**src/rtl/uart_receiver.sv**
```systemverilog
// uart_receiver: 8N1 serial receiver with mid-bit sampling.
// The RxD input passes through a two-flop synchronizer. A single bit timer
// and a 3-bit bit index drive a five-state FSM. Each correctly framed byte
// is offered to the consumer through a level rx_valid flag and an rx_ack
// acknowledge.
//
// Handshake: rx_valid is a level signal. It rises when a byte is delivered
// and stays high until the consumer pulses rx_ack. If rx_ack arrives while
// rx_valid is high, rx_valid clears on the next cycle, unless a new byte
// lands on that same cycle. In that case the new byte replaces the old one
// and rx_valid stays high. If a byte lands while rx_valid is high and
// rx_ack is low, the new byte is dropped and overrun pulses. When rx_valid
// is low, rx_ack has no effect.
module uart_receiver #(
    parameter int CLKS_PER_BIT = 10416,
    parameter int HALF_BIT     = CLKS_PER_BIT / 2
) (
    input  logic       clk,
    input  logic       reset,
    input  logic       RxD,
    input  logic       rx_ack,
    output logic [7:0] rx_data,
    output logic       rx_valid,
    output logic       frame_err,
    output logic       overrun
);

    localparam int TW = (CLKS_PER_BIT > 1) ? $clog2(CLKS_PER_BIT) : 1;
    localparam logic [TW-1:0] T_LAST = TW'(CLKS_PER_BIT - 1);
    localparam logic [TW-1:0] T_HALF = TW'(HALF_BIT - 1);

    typedef enum logic [2:0] {
        IDLE      = 3'd0,
        START     = 3'd1,
        DATA      = 3'd2,
        STOP      = 3'd3,
        WAIT_HIGH = 3'd4
    } state_t;

    state_t        state, state_nx;
    logic          rx_m, rx_s;
    logic [TW-1:0] timer, timer_nx;
    logic [2:0]    bit_idx, bit_idx_nx;
    logic [7:0]    shreg, shreg_nx;
    logic          good_stop, bad_stop;

    // Two-flop synchronizer; the idle level is high so both flops reset to 1.
    always_ff @(posedge clk) begin
        if (reset) begin
            rx_m <= 1'b1;
            rx_s <= 1'b1;
        end else begin
            rx_m <= RxD;
            rx_s <= rx_m;
        end
    end

    // FSM, bit timer, bit index and shift register state.
    always_ff @(posedge clk) begin
        if (reset) begin
            state   <= IDLE;
            timer   <= '0;
            bit_idx <= '0;
            shreg   <= '0;
        end else begin
            state   <= state_nx;
            timer   <= timer_nx;
            bit_idx <= bit_idx_nx;
            shreg   <= shreg_nx;
        end
    end

    // Next-state logic. The line is sampled at the start-bit middle and then
    // once per bit period, so that every later sample falls mid-bit.
    always_comb begin
        state_nx   = state;
        timer_nx   = timer + TW'(1);
        bit_idx_nx = bit_idx;
        shreg_nx   = shreg;
        good_stop  = 1'b0;
        bad_stop   = 1'b0;
        case (state)
            IDLE: begin
                timer_nx = '0;
                if (!rx_s) state_nx = START;
            end
            START: begin
                if (timer == T_HALF) begin
                    timer_nx   = '0;
                    bit_idx_nx = '0;
                    // A line that is high again at the start-bit middle was a glitch.
                    state_nx   = rx_s ? IDLE : DATA;
                end
            end
            DATA: begin
                if (timer == T_LAST) begin
                    timer_nx   = '0;
                    shreg_nx   = {rx_s, shreg[7:1]};
                    bit_idx_nx = bit_idx + 3'd1;
                    if (bit_idx == 3'd7) state_nx = STOP;
                end
            end
            STOP: begin
                if (timer == T_LAST) begin
                    timer_nx = '0;
                    // Re-arm at the stop-bit middle so that back-to-back frames are caught.
                    if (rx_s) begin
                        good_stop = 1'b1;
                        state_nx  = IDLE;
                    end else begin
                        bad_stop  = 1'b1;
                        state_nx  = WAIT_HIGH;
                    end
                end
            end
            WAIT_HIGH: begin
                // A break or stuck-low line must not be taken for a new start bit.
                timer_nx = '0;
                if (rx_s) state_nx = IDLE;
            end
            default: begin
                timer_nx = '0;
                state_nx = IDLE;
            end
        endcase
    end

    // Delivery, overrun and frame-error outputs. A framing error leaves the
    // held byte untouched.
    always_ff @(posedge clk) begin
        if (reset) begin
            rx_data   <= 8'h00;
            rx_valid  <= 1'b0;
            frame_err <= 1'b0;
            overrun   <= 1'b0;
        end else begin
            frame_err <= bad_stop;
            overrun   <= 1'b0;
            if (good_stop) begin
                if (rx_valid && !rx_ack) begin
                    overrun <= 1'b1;
                end else begin
                    rx_data  <= shreg;
                    rx_valid <= 1'b1;
                end
            end else if (rx_ack) begin
                rx_valid <= 1'b0;
            end
        end
    end

endmodule
```
**config.mk**
```make
export PLATFORM = sky130hd
export DESIGN_NAME = uart_receiver
export DESIGN_NICKNAME = d
export VERILOG_FILES = /design/src/rtl/uart_receiver.sv
export SDC_FILE = /design/constraint.sdc
export NUM_CORES = 1
export LEC_CHECK = 0
export ABC_AREA = 1
export ABC_CLOCK_PERIOD_IN_PS = 2100
export CAP_MARGIN = 5
export CELL_PAD_IN_SITES_DETAIL_PLACEMENT = 0
export CELL_PAD_IN_SITES_GLOBAL_PLACEMENT = 1
export CORE_ASPECT_RATIO = 1.4
export CORE_MARGIN = 4
export CORE_UTILIZATION = 45
export CTS_CLUSTER_DIAMETER = 200
export CTS_CLUSTER_SIZE = 28
export DETAILED_ROUTE_END_ITERATION = 7
export PLACE_DENSITY = 0.83
export SLEW_MARGIN = 30
export SYNTH_ARGS = -nofsm -noshare
export SYNTH_HDL_FRONTEND = slang
export SYNTH_SLANG_ARGS = --single-unit
```
**constraint.sdc**
```tcl
create_clock -name clk -period 2.1 [get_ports clk]
set_input_delay 0.525 -clock clk [delete_from_list [all_inputs] [get_ports clk]]
set_output_delay 0.525 -clock clk [all_outputs]
set_load 0.05 [all_outputs]
```
; Word-level counts from Yosys, hierarchy flattened
; Cells that the tools add are included.
[classes]
n_addsub = 2
eq_ne = 14
muxes = 23
n_bitwise = 4
n_reduce_logical = 13
[ops]
columns = op, n
row1 = $mux 14, 2
row2 = $pmux 14 s2, 1
row3 = $mux 3, 9
row4 = $pmux 3 s5, 1
row5 = $add 14x1->14 const B, 1
row6 = $eq 14x13->1 const B, 1
row7 = $eq 14x14->1 const B, 1
row8 = $ne 2x2->1 const B, 7
row9 = $mux 1, 8
row10 = $eq 3x2->1 const B, 2
row11 = $eq 3x3->1 const B, 2
row12 = $pmux 3 s2, 1
row13 = $reduce_and 2->1, 3
row14 = $reduce_and 6->1, 1
row15 = $not 1->1, 4
row16 = $reduce_bool 2->1, 2
row17 = $reduce_or 2->1, 2
row18 = $add 3x1->3 const B, 1
row19 = $eq 3x1->1 const B, 1
row20 = $logic_not 3->1, 1
row21 = $reduce_and 3->1, 1
row22 = $reduce_or 3->1, 1
row23 = $mux 2, 1
row24 = $logic_and 1x1->1, 1
row25 = $logic_not 1->1, 1
[word_totals]
ff_bits = 41
input_bits = 4
output_inout_bits = 11
wordCells = 66

; Logic depth before layout (Yosys ltp)
[depth]
depth_word = 5
ltp_mapped = 12
mapped_depth_nobuf = 11

; Worst setup path after synthesis
; OpenSTA, ideal clock, no wires.
[synth_timing]
path_type = reg-to-reg
from = register timer[0]
to = register shreg[0]
t_arrival_ns = 1.304
required_ns = 1.981
setup_slack_ns = 0.677
path_stages_with_launch = 8
path_buffers = 1
synth_period_minus_slack_ns = 1.423
cell_sequence = dfxtp_1 -> ha_1 -> nand3_2 -> nor2_2 -> nand3_2 -> buf_2 -> o21ai_0 -> a21oi_1
[synth_via]
elab_chain_len = 2
[synth_lines]
columns = item, line_no
row1 = from (decl), 42  ; logic [TW-1:0] timer, timer_nx;
row2 = from (signal assigned), 67  ; timer <= timer_nx;
row3 = $eq 14x14->1, 96  ; if (timer == T_LAST) begin
row4 = $reduce_and 2->1 (no line), --
row5 = to (signal assigned), 69  ; shreg <= shreg_nx;
row6 = to (decl), 44  ; logic [7:0] shreg, shreg_nx;
; Every way passes these cells.
; A chain may end at the register's enable or synchronous reset.

; Worst setup path in the final report
[layout_timing]
from = register rx_data[6]
to = output port rx_data[6]
[layout_lines]
columns = item, line_no
row1 = from (decl), 22  ; output logic [7:0] rx_data,
row2 = from (signal assigned), 143  ; rx_data <= shreg;
; No word-level cell between the ends.

==> impl_metrics.toml <==
[clock_tree]
cts_tree = "done"
root_buffer = "clkbuf_8"
cts_sinks = 41
numCtsBuffers = 5
cts_hold_buffers = 0
cts.clk_slew.worst_paths_ns = 0.07
cts-resized-gates = 0
insertion_delay_ns = 0.29
h-tree-depth = 2
clockBufferDepth = 2
postCtsSetupBuffers = 0

[routing]
dr_total_vias = 1486
routed_wl_mm = 3.335
dr.pass1.iters = 4
detail_route.iter0.violations = 91
ant_nets = 0
vias_per_cell = 4.856
drc = 0
wl_per_cell_um = 10.90

[timing]
holdWs_ns = 0.4210
hold_viol = 0
fin_crit_sh_pct = 94.11
fin_crit_ns = 1.976
rsz0062_at_grt = "false"
setup-tns-final_ns = 0
final_max_slew_viol_count = 0
tightest_slew_ns = 0.4983
finalClockSkew_ns = 0.002728
layout_setup_ws_ns = 0.1238
max_freq_mhz = 506.0
finalSetupViolCount = 0
max_slew_margin_pct = 66.68

[critical_path]
cp_top_family = "buffers and inverters"
ff2ff_setup_slack_ns = 0.41
slowest_delay_ns = 0.81
crit_end = "rx_data[6]"
cp_max_fo = 2
setup.worst_path.start_class = "register"
reg2reg_from = "timer[0]$_SDFF_PP0_"
reg2regPathDepth = 8
crit_chain = "clkdlybuf4s50_1"
timing.rr.end = "bit_idx[1]$_SDFFE_PP0P_"
critPathKind = "reg2out"
setup.worst_path.start = "rx_data[6]$_SDFFE_PP0P_"
arrival_ns = 1.45
cp.required_ns = 1.57
setup.worst_path.end_class = "primary output"
cp_slowest_cell = "clkdlybuf4s50_1"
crit_buf_inv = 1
worst-path-stages = 1

[floorplan]
chipHeight_um = 83.72
die_area_um2 = 5198
coreArea_um2 = 3953
io_pins = 15
rows = 27
start_util_pct = 46.63
die_w_um = 62.09

[logic_synthesis]
yosysMostFrequentCell = "dfxtp_1"
synth_top_area_cell = "dfxtp_1"
synth_area_leaders = "dfxtp_1 45%, nand2_1 7.3%, inv_1 6.7%"
ys_seq_area_share_pct = 44.53
synth_area_um2 = 1843
synth_common_cells = "41 x dfxtp_1, 36 x nand2_1, 33 x inv_1, 33 x nor2_1, 22 x a21oi_1"
synth_cell_type_count = 28
synthArstFlopShare_pct = 0
yosys.area.top_type_share_pct = 44.53
synth-main-ff-cell = "dfxtp_1"
synth_edf_count = 0
avgSynthCellArea_um2 = 7.523
synthCells = 245
synth_seq_cells = 41
syn_nets = 252
ys_warn_count = 0

[place]
io_buffers = 14
place.gp.congestion = 0.7822
place_area_um2 = 2012
dp_hpwl_mm = 2.536
pre_cts_slack_ns = 0.3327

[cells_and_area]
fill_cells = 381
fin_area_um2 = 2113
nets = 269
drive_gt1_share_pct = 13.31
area_delta_synth_final_pct = 14.66
antenna_cells = 0

[global_routing]
grt_antenna_before_repair = 0
grt.overflow.total = 0
grt_pass1_wl_mm = 5.954
grt_pass1_vias = 1352
grt_max_degree = 17
grt_usage_pct = 15.15

[flow_run]
drv_cap = 0

[min_path]
hold_path.class = "reg2reg"

[pwr]
ir_worst_vdd_v = 0.0007842
total_leakage_power_nw = 0.8348
p_total_w = 0.001851
p_per_area_nw_per_um2 = 876.0

[status]
status = "finished, final reports clean"
-- how the worst min path moves through the flow --
stage | from | to | slack [ns] | cells after the start
floorplan | rx_m$_SDFF_PP1_ | rx_s$_SDFF_PP1_ | 0.39 | 1
global placement | rx_m$_SDFF_PP1_ | rx_s$_SDFF_PP1_ | 0.39 | 1
detailed placement | rx_m$_SDFF_PP1_ | rx_s$_SDFF_PP1_ | 0.41 | 1
CTS | rx_m$_SDFF_PP1_ | rx_s$_SDFF_PP1_ | 0.42 | 1
global route | rx_m$_SDFF_PP1_ | rx_s$_SDFF_PP1_ | 0.46 | 1
finish | rx_m$_SDFF_PP1_ | rx_s$_SDFF_PP1_ | 0.42 | 1
-- cells in the final DEF, fill, tap and decap left out --
cell,count
inv_1,33
a21oi_2,2
nand2_1,36
inv_2,2
o21ai_4,1
nand3b_1,1
nor2_4,1
clkdlybuf4s50_1,14
nor3b_1,2
nand3_2,3
dfxtp_1,41
nand4_1,3
ha_1,3
nand2_2,5
nor3_1,7
buf_4,3
o21ai_2,2
a31oi_1,1
a21oi_1,22
o21ai_0,16
xor2_1,5
nor2_2,6
clkinv_2,1
and3_1,1
nor2_1,33
clkbuf_8,7
nand3_1,10
or2_2,2
-- where the power goes --
group | internal (W) | switching [W] | total [W]
registers | 0.000823 | 0.0000475 | 0.000870
logic | 0.000149 | 0.000273 | 0.000422
clock network | 0.000297 | 0.000263 | 0.000560
-- worst register-to-register path, delay by kind of cell (launching register included) --
kind / cells / cell delay (ns)
compound gates: 1 / 0.13
flops: 1 / 0.35
fa+ha+maj: 1 / 0.23
simple gates: 6 / 0.86
-- per-layer routing --
layer	routed length, um	up-vias	global-route usage, %
li1	-	812	-
met5	0	-	0
met2	1599	17	23.30
met1	1542	649	18.65
met4	78	0	6.950
met3	115	8	4.644
-- registers in the layout (all words and copies together), names as in the netlist --
| register | flops |
|---|---|
| bit_idx | 3 |
| frame_err | 1 |
| overrun | 1 |
| rx_data | 8 |
| rx_m | 1 |
| rx_s | 1 |
| rx_valid | 1 |
| shreg | 8 |
| state | 3 |
| timer | 14 |
-- area by class of cell --
cell class | instances | area, um^2 | share of cell area [%]
multi-input combinational | 162 | 843.3 | 39.91
clock inverter | 1 | 5.005 | 0.2368
sequential | 41 | 820.8 | 38.84
tap | 43 | 53.80 | 2.546
clock buffer | 7 | 96.34 | 4.559
timing repair buffer | 17 | 162.7 | 7.697
inverter | 35 | 131.4 | 6.217
-- logic make-up after synthesis --
group,Yosys count,synth area share [%]
AND/OR/NAND/NOR,110,27.90
AO/OA/AOI/OAI,44,13.44
buffers and inverters,42,9.709
flip-flops,41,44.54
XOR/XNOR,5,2.376
adder cells (fa/ha/maj),3,2.037
-- stage by stage --
step / std cells / util, %
after floorplan: 245 / -
after global routing: 306 / 53.47
final: 306 / 53.47
after detailed placement: 298 / 50.90
after global placement: 298 / 50.90
after CTS: 306 / 53.47
Note: power is estimated with default switching activity, not from simulation.
